[config.mk]
export PLATFORM = sky130hd
export DESIGN_NAME = cla_seq_arb
export DESIGN_NICKNAME = d
export VERILOG_FILES = /design/src/rtl/cla_seq_arb.sv
export SDC_FILE = /design/constraint.sdc
export NUM_CORES = 1
export LEC_CHECK = 0
export ABC_AREA = 1
export CAP_MARGIN = 20
export CORE_ASPECT_RATIO = 0.8
export CORE_MARGIN = 4
export CORE_UTILIZATION = 49
export DETAILED_ROUTE_END_ITERATION = 12
export PLACE_DENSITY = 0.81
export SYNTH_ARGS = -nofsm -noshare
export SYNTH_HDL_FRONTEND = slang
export SYNTH_SLANG_ARGS = --single-unit
[constraint.sdc]
create_clock -name clk_i -period 3.7 [get_ports clk_i]
set_input_delay 0.74 -clock clk_i [delete_from_list [all_inputs] [get_ports clk_i]]
set_output_delay 0.74 -clock clk_i [all_outputs]
set_load 0.02 [all_outputs]
[src/rtl/cla_seq_arb.sv]
// cla_seq_arb: two-requester round-robin arbiter and sequencer. It runs a W-bit add or subtract
// through one shared 4-bit carry-lookahead slice, one nibble per cycle with the LSB nibble first.
//
// Ports:
//   clk_i, rst_i                 clock, synchronous active-high reset
//   reqN_i, aN_i, bN_i, subN_i   requester N operation request and operands (N = 0, 1)
//   gnt0_o, gnt1_o               one-cycle grant; operands are sampled at this edge
//   busy_o                       high from the cycle after a grant through the done cycle
//   done_o                       one-cycle pulse; result outputs are valid
//   owner_o                      requester index of the current or last result
//   sum_o, cout_o, ovf_o, zero_o result and flags, held until the next operation
module cla_seq_arb #(
  parameter int unsigned NIBBLES = 4,
  localparam int unsigned W      = 4 * NIBBLES
) (
  input  logic         clk_i,
  input  logic         rst_i,
  input  logic         req0_i,
  input  logic [W-1:0] a0_i,
  input  logic [W-1:0] b0_i,
  input  logic         sub0_i,
  input  logic         req1_i,
  input  logic [W-1:0] a1_i,
  input  logic [W-1:0] b1_i,
  input  logic         sub1_i,
  output logic         gnt0_o,
  output logic         gnt1_o,
  output logic         busy_o,
  output logic         done_o,
  output logic         owner_o,
  output logic [W-1:0] sum_o,
  output logic         cout_o,
  output logic         ovf_o,
  output logic         zero_o
);

  localparam int unsigned IdxW = (NIBBLES > 1) ? $clog2(NIBBLES) : 1;
  localparam logic [IdxW-1:0] LastIdx = IdxW'(NIBBLES - 1);

  typedef enum logic [1:0] {StIdle, StRun, StDone} state_e;

  state_e          state_q, state_d;
  logic [W-1:0]    a_q, a_d;
  logic [W-1:0]    b_q, b_d;      // already inverted for subtract
  logic            carry_q, carry_d;
  logic [IdxW-1:0] idx_q, idx_d;
  logic            owner_q, owner_d;
  logic            last_q, last_d;  // requester served last; the other wins a tie
  logic [W-1:0]    sum_q, sum_d;
  logic            cout_q, cout_d;
  logic            ovf_q, ovf_d;
  logic            zero_q, zero_d;

  logic            grant0, grant1, sel_sub;

  // Shared 4-bit carry-lookahead slice
  logic [3:0] nib_a, nib_b, nib_g, nib_p, nib_s;
  logic [4:0] nib_c;

  always_comb begin
    nib_a    = a_q[{idx_q, 2'b00} +: 4];
    nib_b    = b_q[{idx_q, 2'b00} +: 4];
    nib_g    = nib_a & nib_b;
    nib_p    = nib_a ^ nib_b;
    nib_c[0] = carry_q;
    nib_c[1] = nib_g[0] | (nib_p[0] & carry_q);
    nib_c[2] = nib_g[1] | (nib_p[1] & nib_g[0]) | (nib_p[1] & nib_p[0] & carry_q);
    nib_c[3] = nib_g[2] | (nib_p[2] & nib_g[1]) | (nib_p[2] & nib_p[1] & nib_g[0])
             | (nib_p[2] & nib_p[1] & nib_p[0] & carry_q);
    nib_c[4] = nib_g[3] | (nib_p[3] & nib_g[2]) | (nib_p[3] & nib_p[2] & nib_g[1])
             | (nib_p[3] & nib_p[2] & nib_p[1] & nib_g[0])
             | (nib_p[3] & nib_p[2] & nib_p[1] & nib_p[0] & carry_q);
    nib_s    = nib_p ^ nib_c[3:0];
  end

  always_comb begin
    state_d = state_q;
    a_d     = a_q;
    b_d     = b_q;
    carry_d = carry_q;
    idx_d   = idx_q;
    owner_d = owner_q;
    last_d  = last_q;
    sum_d   = sum_q;
    cout_d  = cout_q;
    ovf_d   = ovf_q;
    zero_d  = zero_q;
    grant0  = 1'b0;
    grant1  = 1'b0;
    sel_sub = 1'b0;

    unique case (state_q)
      StIdle: begin
        // Reset takes priority over a simultaneous request: no grant is shown.
        if (!rst_i) begin
          if (req0_i && (!req1_i || last_q)) begin
            grant0 = 1'b1;
          end else if (req1_i) begin
            grant1 = 1'b1;
          end
        end
        if (grant0 || grant1) begin
          sel_sub = grant1 ? sub1_i : sub0_i;
          a_d     = grant1 ? a1_i : a0_i;
          b_d     = grant1 ? b1_i : b0_i;
          if (sel_sub) begin
            b_d = ~b_d;
          end
          carry_d = sel_sub;
          idx_d   = '0;
          owner_d = grant1;
          last_d  = grant1;
          state_d = StRun;
        end
      end
      StRun: begin
        sum_d[{idx_q, 2'b00} +: 4] = nib_s;
        carry_d = nib_c[4];
        idx_d   = idx_q + 1'b1;
        if (idx_q == LastIdx) begin
          cout_d  = nib_c[4];
          ovf_d   = nib_c[3] ^ nib_c[4];
          zero_d  = (sum_d == '0);
          state_d = StDone;
        end
      end
      StDone: begin
        state_d = StIdle;
      end
      default: begin
        state_d = StIdle;
      end
    endcase
  end

  always_ff @(posedge clk_i) begin
    if (rst_i) begin
      state_q <= StIdle;
      a_q     <= '0;
      b_q     <= '0;
      carry_q <= 1'b0;
      idx_q   <= '0;
      owner_q <= 1'b0;
      last_q  <= 1'b1;
      sum_q   <= '0;
      cout_q  <= 1'b0;
      ovf_q   <= 1'b0;
      zero_q  <= 1'b0;
    end else begin
      state_q <= state_d;
      a_q     <= a_d;
      b_q     <= b_d;
      carry_q <= carry_d;
      idx_q   <= idx_d;
      owner_q <= owner_d;
      last_q  <= last_d;
      sum_q   <= sum_d;
      cout_q  <= cout_d;
      ovf_q   <= ovf_d;
      zero_q  <= zero_d;
    end
  end

  assign gnt0_o  = grant0;
  assign gnt1_o  = grant1;
  assign busy_o  = (state_q != StIdle);
  assign done_o  = (state_q == StDone);
  assign owner_o = owner_q;
  assign sum_o   = sum_q;
  assign cout_o  = cout_q;
  assign ovf_o   = ovf_q;
  assign zero_o  = zero_q;

endmodule

# Word-level counts from Yosys, hierarchy flattened

Index checks and enable logic that the tools add are counted.

$add $sub $neg: 2
$mul: 0
Div/mod/pow operators: 0
$lt $le $gt $ge: 0
Eq/ne operators: 5
Shifts and indexed selects: 4
Mux-type cells: 21
Bitwise gates (word level): 31
Reductions and logical operators: 12

Operators with widths:

| operator                                                                | number |
|---|---|
| 16-bit 2-to-1 mux                                                       | 3 |
| 16-bit by 5-bit indexed part select with 4-bit output                   | 2 |
| 1-bit bitwise AND                                                       | 16 |
| 16-bit bitwise mux                                                      | 1 |
| 16-bit logical NOT                                                      | 1 |
| 16-bit NOT                                                              | 1 |
| 4-bit by 6-bit variable shift with 16-bit output (first input constant) | 1 |
| 4-bit by 6-bit indexed part select with 16-bit output                   | 1 |
| 1-bit 2-to-1 mux                                                        | 11 |
| 1-bit OR                                                                | 10 |
| 2-bit one-hot mux with 2 select lines                                   | 2 |
| 2-bit AND reduction                                                     | 4 |
| 4-bit bitwise XOR                                                       | 2 |
| 2-bit 2-to-1 mux                                                        | 3 |
| 4-bit negator with 6-bit output                                         | 1 |
| 4-bit bitwise AND                                                       | 1 |
| 2-bit == test (second input constant)                                   | 2 |
| 2-bit inequality test (second input constant)                           | 2 |
| 2-bit nonzero test                                                      | 2 |
| 2-bit by 1-bit adder with 2-bit output (second input constant)          | 1 |
| 2-bit by 1-bit == test with 1-bit output (second input constant)        | 1 |
| 2-bit logical NOT                                                       | 1 |
| 1-bit logical OR                                                        | 2 |
| 1-bit one-hot mux with 2 select lines                                   | 1 |
| other kinds (3)                                                         | 3 |

Bits in registers: 58
Latch bits: 0
RAM bits: 0
Bits in read-only memories: 0
Input bits: 70
Output and inout port bits: 24
Logic and storage cells: 86
Memories: 0

# Longest topological paths before layout

Gate-level depths: netlist (run 1).

Depth in word-level cells: 10
Mapped depth: 17
Depth with buffers taken out: 15

# Worst setup path before layout (run 1)

OpenSTA, ideal clock, no wires.

Path kind: reg-to-reg
Start point: register idx_q[0]
End point: register zero_q (netlist: zero_o)
Setup time: 0.071 ns
Arrival: 2.601 ns
Data required time: 3.629 ns
Setup slack: 1.029 ns
Cell stages (with the launch flop): 16
Buffers on the path: 3
Period minus slack after synthesis: 2.671 ns
Cell sequence: dfxtp_1 buf_2 clkbuf_1 clkbuf_1 nor2_1 o22ai_1 fa_1 nand3_1 o21ai_0 nor2_1 nand2_1 nor2_1 nand2_1 nor2_1 nand3_1 a21oi_1

Cells in the longest elaborated chain, start to end: 10
Elaborated cells between the ends (all ways): 27
Classes of those cells: add/sub (1); eq/ne (1); shift (4); mux (1); bitwise (18); reduce/logical (2)

RTL lines:

| what                                                                            | line   | text |
|---|---|---|
| from (decl)                                                                     | 46     | `logic [IdxW-1:0] idx_q, idx_d;` |
| from (signal assigned)                                                          | 154    | `idx_q <= idx_d;` |
| 16-bit by 5-bit indexed part select with 4-bit output, on equally long branches | 61, 62 |  |
| 4-bit bitwise XOR / 4-bit bitwise AND (equally long branches)                   | 64, 63 |  |
| 1-bit bitwise AND, on equally long branches                                     | 68, 69 |  |
| 1-bit OR (tied with other cells)                                                | 68     | `nib_c[3] = nib_g[2] \| (nib_p[2] & nib_g[1]) \| (nib_p[2] & nib_p[1] & nib_g[0])` |
| 1-bit OR / 1-bit bitwise AND (equally long branches)                            | 68, 69 |  |
| 1-bit OR                                                                        | 69     | `\| (nib_p[2] & nib_p[1] & nib_p[0] & carry_q);` |
| 4-bit bitwise XOR                                                               | 73     | `nib_s = nib_p ^ nib_c[3:0];` |
| 4-bit by 6-bit indexed part select with 16-bit output                           | 117    | `sum_d[{idx_q, 2'b00} +: 4] = nib_s;` |
| 16-bit bitwise mux                                                              | 117    |  |
| 16-bit logical NOT                                                              | 123    | `zero_d = (sum_d == '0);` |
| to (signal assigned)                                                            | 160    | `zero_q <= zero_d;` |
| to (decl)                                                                       | 52     | `logic zero_q, zero_d;` |

Parallel ways exist; a longest one is shown, timed or not.
A chain may end at the register's enable or synchronous reset.

# Worst setup path in the final report (run 1)

Start point: input port req1_i
End point: output port gnt1_o

Cells in the longest elaborated chain, start to end: 7
Elaborated cells between the ends (all ways): 8
Classes of those cells: mux (5); reduce/logical (3)

RTL lines:

| what                            | line | text |
|---|---|---|
| from (decl)                     | 22   | `input logic req1_i,` |
| 1-bit logical NOT               | 96   | `if (req0_i && (!req1_i \|\| last_q)) begin` |
| 1-bit logical OR                | 96   |  |
| 1-bit logical AND               | 96   |  |
| 1-bit 2-to-1 mux *              | 96   |  |
| 1-bit 2-to-1 mux *              | 95   | `if (!rst_i) begin` |
| 1-bit 2-to-1 mux * (2 in a row) | 92   | `unique case (state_q)` |
| to (decl)                       | 27   | `output logic gnt1_o,` |

Mark *: on every way between the ends. The rest lies on a longest branch, timed or not. The select of a mux whose other input is x is not followed.

==> results.toml, run 1 <==
[sta]
period_minus_slack_ps = 3190
max_freq_mhz = 314
timing.final.hold_violations = 0
worst_pin_slew_ps = 687
tns_ps = 0
slew_headroom = 0.541
rsz0062_at_grt = "false"
fin_skew_ps = 10.1
setup-violations-final = 0
finalCritPeriodShare = 0.862
slew_violations = 0

[critical_path]
end_kind = "primary output"
reg2reg_slack_ps = 690
required_ps = 2960
worst_setup_path_start_kind = "input pin"
crit_start = "req1_i"
path_max_fanout = 3
crit_arrival_ps = 2450
timing.rr.start = "idx_q[0]"
worstSetupPathType = "input pin to primary output"

[synth]
synth_area_per_cell_um2 = 7.04
synth_nets = 583
synth_enable_flop_cells = 0
yosysWarnings = 0
syn_inst = 501
synth_ff_type = "dfxtp_1"
synthesis.area_um2 = 3530
yosysUniqueCellTypes = 32
async_reset_ff_frac = 0
ys_seq_area_frac = 0.329
ys_ff_latch = 58

[drt]
wl_mm = 9.49
drt-initial-drc-count = 258
vias = 3604
drc_errors = 0
firstDrtPassIters = 5
wl_per_cell_um = 14.1
ant_nets = 0
viasPerCell = 5.34

[floorplanning]
die_h_um = 83.9
rows = 27
coreArea_um2 = 6930
io_pins = 94
dieArea_um2 = 8630
start_util = 0.509
fp.dieW_um = 103

[clock_tree]
clock-sinks = 58
cts_buffers = 9
clk_pin_slew_worst_paths_ps = 60
cts_hold_buf = 0
clkLatencyLatePin_ps = 330
cts-resized-gates = 0
clockRootBuffer = "clkbuf_8"
clockBufferDepth = 2
cts_tree = "yes"
h-tree-depth = 3
postCtsSetupBuffers = 0

[global_routing]
met3_usage = 0.0576
grt.total_usage = 0.222
overflow = 0
grt_use_met1 = 0.303
grt.busiest_layer = "met2"
grt_pass1_vias = 3331
use_met2 = 0.344
grt_max_degree = 60
antenna_found_initial = 0
grt_first_pass_wirelength_mm = 15.5

[finish]
final_nets = 665
drive_gt1_frac = 0.0510
fillCellCount = 591
layout_common_cells = "clkdlybuf4s50_1, nand2_1, inv_1"
diodes = 0
area_delta_synth_final_pct = 32.9
layout_commonest_cell = "clkdlybuf4s50_1"

[placed_design]
port_buffers = 93
gp_congestion = 0.952
dp.final_hpwl_mm = 6.90

[pwr]
p_per_area_nw_per_um2 = 408
p_leak_nw = 2.24
max-vdd-ir-drop_mv = 0.160
finalPower_mw = 1.91

[run_status]
outcome = "finished, final reports clean"

[worst_hold_path]
hold_path_class = "flop to flop"
hold_start = "owner_o"

[job]
max-cap-violations = 0
[stage by stage]
step / util / setup WS, ps / std cells / hold WS (ps) / area, um^2
after floorplan: - / 1030 / 501 / 478 / 3530
after global placement: 0.648 / 580 / 659 / 450 / 4490
after detailed placement: 0.648 / 546 / 659 / 455 / 4490
after CTS: 0.677 / 536 / 675 / 465 / 4690
after global routing: 0.677 / 399 / 675 / 473 / 4690
final: 0.677 / 510 / 675 / 464 / 4690
[metal layers]
metal | up-vias | wire [um]
li1 | 1830 | -
met1 | 1629 | 4320
met2 | 134 | 4290
met3 | 11 | 789
met4 | 0 | 92
met5 | - | 0
[Yosys cell counts (2+ instances only)]
master    count  area [um^2]
a31oi_1      16          100
buf_4         2         15.0
o21ai_1       4         20.0
ha_1         11          138
buf_2        10         50.1
nand3_1      18         90.1
clkbuf_1     17         63.8
dfxtp_1      58         1160
inv_2         4         15.0
inv_1        65          244
o22ai_1       9         56.3
clkinv_1      2         7.51
mux2i_1      15          150
nand2_1      73          274
o21bai_1     15          113
nand4_1      25          156
o21ai_4       2         32.5
o211ai_1      8         60.1
o21ai_0      62          310
nor2_1       47          176
xor2_1       15          131
a21oi_1      12         60.1
a21boi_0      2         15.0
[cells by family (layout without fill, tap and decap cells)]
logic type	Yosys count	in the layout	share of synthesized area
xor+xnor	16	16	0.0397
mux	15	15	0.0426
flops	58	58	0.329
fa+ha+maj	12	12	0.0447
compound gates	131	131	0.220
buf+inv	102	189	0.116
simple gates	167	167	0.208
[critical path, cell delays in order]
cell and delay (ps):
clkdlybuf4s50_1 590, inv_2 80, o21ai_4 180, nand3_4 90
nor2_2 140, clkdlybuf4s50_1 630
[cell type report]
cell class / instances / area, um^2 / share of cell area
clock buffer: 14 / 163 / 0.0347
multi-input combinational: 341 / 1960 / 0.417
sequential: 58 / 1160 / 0.248
clock inverter: 2 / 35.0 / 0.00747
timing repair buffer: 102 / 998 / 0.213
inverter: 71 / 267 / 0.0568
tap: 87 / 109 / 0.0232
[power by group]
group | internal [mW] | switching [mW] | leakage, nW
logic | 0.255 | 0.345 | 1.66
clock network | 0.348 | 0.243 | 0.101
registers | 0.686 | 0.0380 | 0.477
[final timing paths]
| check | depth (start not counted) | to |
|---|---|---|
| hold reg to reg | 2 | owner_o |
| setup / recovery | 6 | gnt1_o |
| hold / removal | 2 | owner_o |
| setup reg to reg | 14 | zero_o |
[state kept, by name, indices dropped and copies added (netlist names)]
name     count
state_q      2
ovf_o        1
idx_q        2
cout_o       1
sum_o       16
owner_o      1
zero_o       1
last_q       1
a_q         16
b_q         16
carry_q      1
Note: power is estimated with default switching activity, not from simulation.
==> run 2, diff against run 1 <==
--- a/config.mk
+++ b/config.mk
@@ -11,6 +11,7 @@
 export CORE_MARGIN = 4
 export CORE_UTILIZATION = 49
 export DETAILED_ROUTE_END_ITERATION = 12
+export GPL_ROUTABILITY_DRIVEN = 1
 export PLACE_DENSITY = 0.81
 export SYNTH_ARGS = -nofsm -noshare
 export SYNTH_HDL_FRONTEND = slang
==> results of run 2 <==
Same layout as run 1: the final DEF is identical, and so are final timing and power.
==> run 3, diff against run 2 <==
--- a/config.mk
+++ b/config.mk
@@ -12,7 +12,9 @@
 export CORE_UTILIZATION = 49
 export DETAILED_ROUTE_END_ITERATION = 12
 export GPL_ROUTABILITY_DRIVEN = 1
+export HOLD_SLACK_MARGIN = 0.06
 export PLACE_DENSITY = 0.81
+export RECOVER_POWER = 25
 export SYNTH_ARGS = -nofsm -noshare
 export SYNTH_HDL_FRONTEND = slang
 export SYNTH_SLANG_ARGS = --single-unit
==> run 3 against run 2 <==
  * Largest cell class unchanged
  * Core utilization decreased by 0.11 points
  * Largest power group unchanged
  * Combinational power shrank 1%
  * Clock-buffer cell count did not move
  * Clock skew hardly changed
  * Die area unchanged
  * Highest routed layer unchanged
  * Cell count stayed put
  * Sequential power about the same
  * Critical endpoint unchanged
  * Non-clock buffer count unchanged
  * Wire length shrank 0.32%
  * Clock power is essentially flat
  * Fmax grew 0.13%
==> results.toml, run 3 (synthesis gave the netlist of run 1 again) <==
[run_status]
outcome = "finished, final reports clean"

[sta]
setup-violations-final = 0
tns_ps = 0
max_freq_mhz = 314
rsz0062_at_grt = "false"
period_minus_slack_ps = 3190
slew_violations = 0
fin_skew_ps = 10.5
timing.final.hold_violations = 0
slew_headroom = 0.425
setup_ws_ps = 514
timing.hold.ws_ps = 461
finalCritPeriodShare = 0.861
worst_pin_slew_ps = 863

[placed_design]
pre_cts_ws_ps = 546
place_inst = 659
gp_congestion = 0.952
placed_area_um2 = 4490
port_buffers = 93
dp.final_hpwl_mm = 6.90

[worst_hold_path]
hold_end = "owner_o"
hold_start = "owner_o"
hold_path_class = "flop to flop"
min_path_cells = 2

[job]
max-cap-violations = 0

[clock_tree]
postCtsSetupBuffers = 0
cts_buffers = 9
clock-sinks = 58
clockBufferDepth = 2
cts_hold_buf = 0
cts_tree = "yes"
clkLatencyLatePin_ps = 330
clockRootBuffer = "clkbuf_8"
clk_pin_slew_worst_paths_ps = 60
cts-resized-gates = 0
h-tree-depth = 3

[drt]
firstDrtPassIters = 5
ant_nets = 0
drc_errors = 0
drt-initial-drc-count = 269
wl_mm = 9.46
viasPerCell = 5.33
vias = 3598
wl_per_cell_um = 14.0

[finish]
post-route-util = 0.676
area_delta_synth_final_pct = 32.7
final_nets = 665
fillCellCount = 595
final_area_um2 = 4680
layout_commonest_cell = "clkdlybuf4s50_1"
diodes = 0
drive_gt1_frac = 0.0476
layout_common_cells = "clkdlybuf4s50_1, nand2_1, inv_1"
final_cells = 675

[floorplanning]
dieArea_um2 = 8630
rows = 27
die_h_um = 83.9
fp.dieW_um = 103
start_util = 0.509
io_pins = 94
coreArea_um2 = 6930

[global_routing]
grt_first_pass_wirelength_mm = 15.5
grt_pass1_vias = 3331
grt_max_degree = 60
overflow = 0
antenna_found_initial = 0
grt.total_usage = 0.222

[critical_path]
end_kind = "primary output"
cp_slowest_stage_delay_ps = 630
crit_chain = "clkdlybuf4s50_1, inv_2, o21ai_4, nand3_4, nor2_2, clkdlybuf4s50_1"
cp_slowest_cell = "clkdlybuf4s50_1"
worstSetupPathType = "input pin to primary output"
crit_path_frequent_cell = "clkdlybuf4s50_1"
crit_arrival_ps = 2450
timing.rr.start = "idx_q[0]"
required_ps = 2960
rr_endpoint = "zero_o"
r2r_cells = 13
worst_setup_path_start_kind = "input pin"
reg2reg_slack_ps = 690
path_max_fanout = 3

[pwr]
p_leak_nw = 2.29
p_per_area_nw_per_um2 = 407
finalPower_mw = 1.91
max-vdd-ir-drop_mv = 0.159
==> run 3: cell count changes in the layout (fill, tap and decap cells not counted) <==
cell,before,now
dlygate4sd3_1,0,18
clkbuf_1,3,5
clkdlybuf4s50_1,93,75
buf_4,9,7
==> run 3: cell type report <==
| class | count | area (um^2) | area share |
|---|---|---|---|
| Timing Repair Buffer | 102 | 991 | 0.212 |
| Multi-Input combinational cell | 341 | 1960 | 0.418 |
| Sequential cell | 58 | 1160 | 0.248 |
| Inverter | 71 | 267 | 0.0569 |
| Clock inverter | 2 | 35.0 | 0.00748 |
| Tap cell | 87 | 109 | 0.0233 |
| Clock buffer | 14 | 163 | 0.0348 |
==> run 3: report_power, final <==
part	total (mW)	leakage, nW	switching (mW)	internal [mW]
Sequential	0.723	0.477	0.0372	0.686
Combinational	0.591	1.71	0.343	0.248
Clock	0.591	0.101	0.244	0.348
Total	1.91	2.29	0.624	1.28
==> run 3: how the worst max path moves through the flow <==
stage | startpoint | to | slack, ps | depth (start not counted)
2_1_floorplan | idx_q[0] | zero_o | 1030 | 15
3_3_place_gp | req1_i | gnt1_o | 580 | 6
3_5_place_dp | req1_i | gnt1_o | 550 | 6
4_1_cts | req1_i | gnt1_o | 540 | 6
5_1_grt | idx_q[0] | zero_o | 390 | 14
6_report | req1_i | gnt1_o | 510 | 6
==> run 3: routing by layer <==
metal,vias to the layer above,GRT usage,share of wire
li1,1835,-,-
met4,0,0.0635,0.011
met5,-,0,0
met2,129,0.344,0.45
met3,11,0.0576,0.085
met1,1623,0.303,0.45
==> run 3: critical path, delay by kind of cell <==
family / cells / cell delay [ps]
AND/OR/NAND/NOR: 2 / 220
buffers and inverters: 3 / 1300
AO/OA/AOI/OAI: 1 / 180
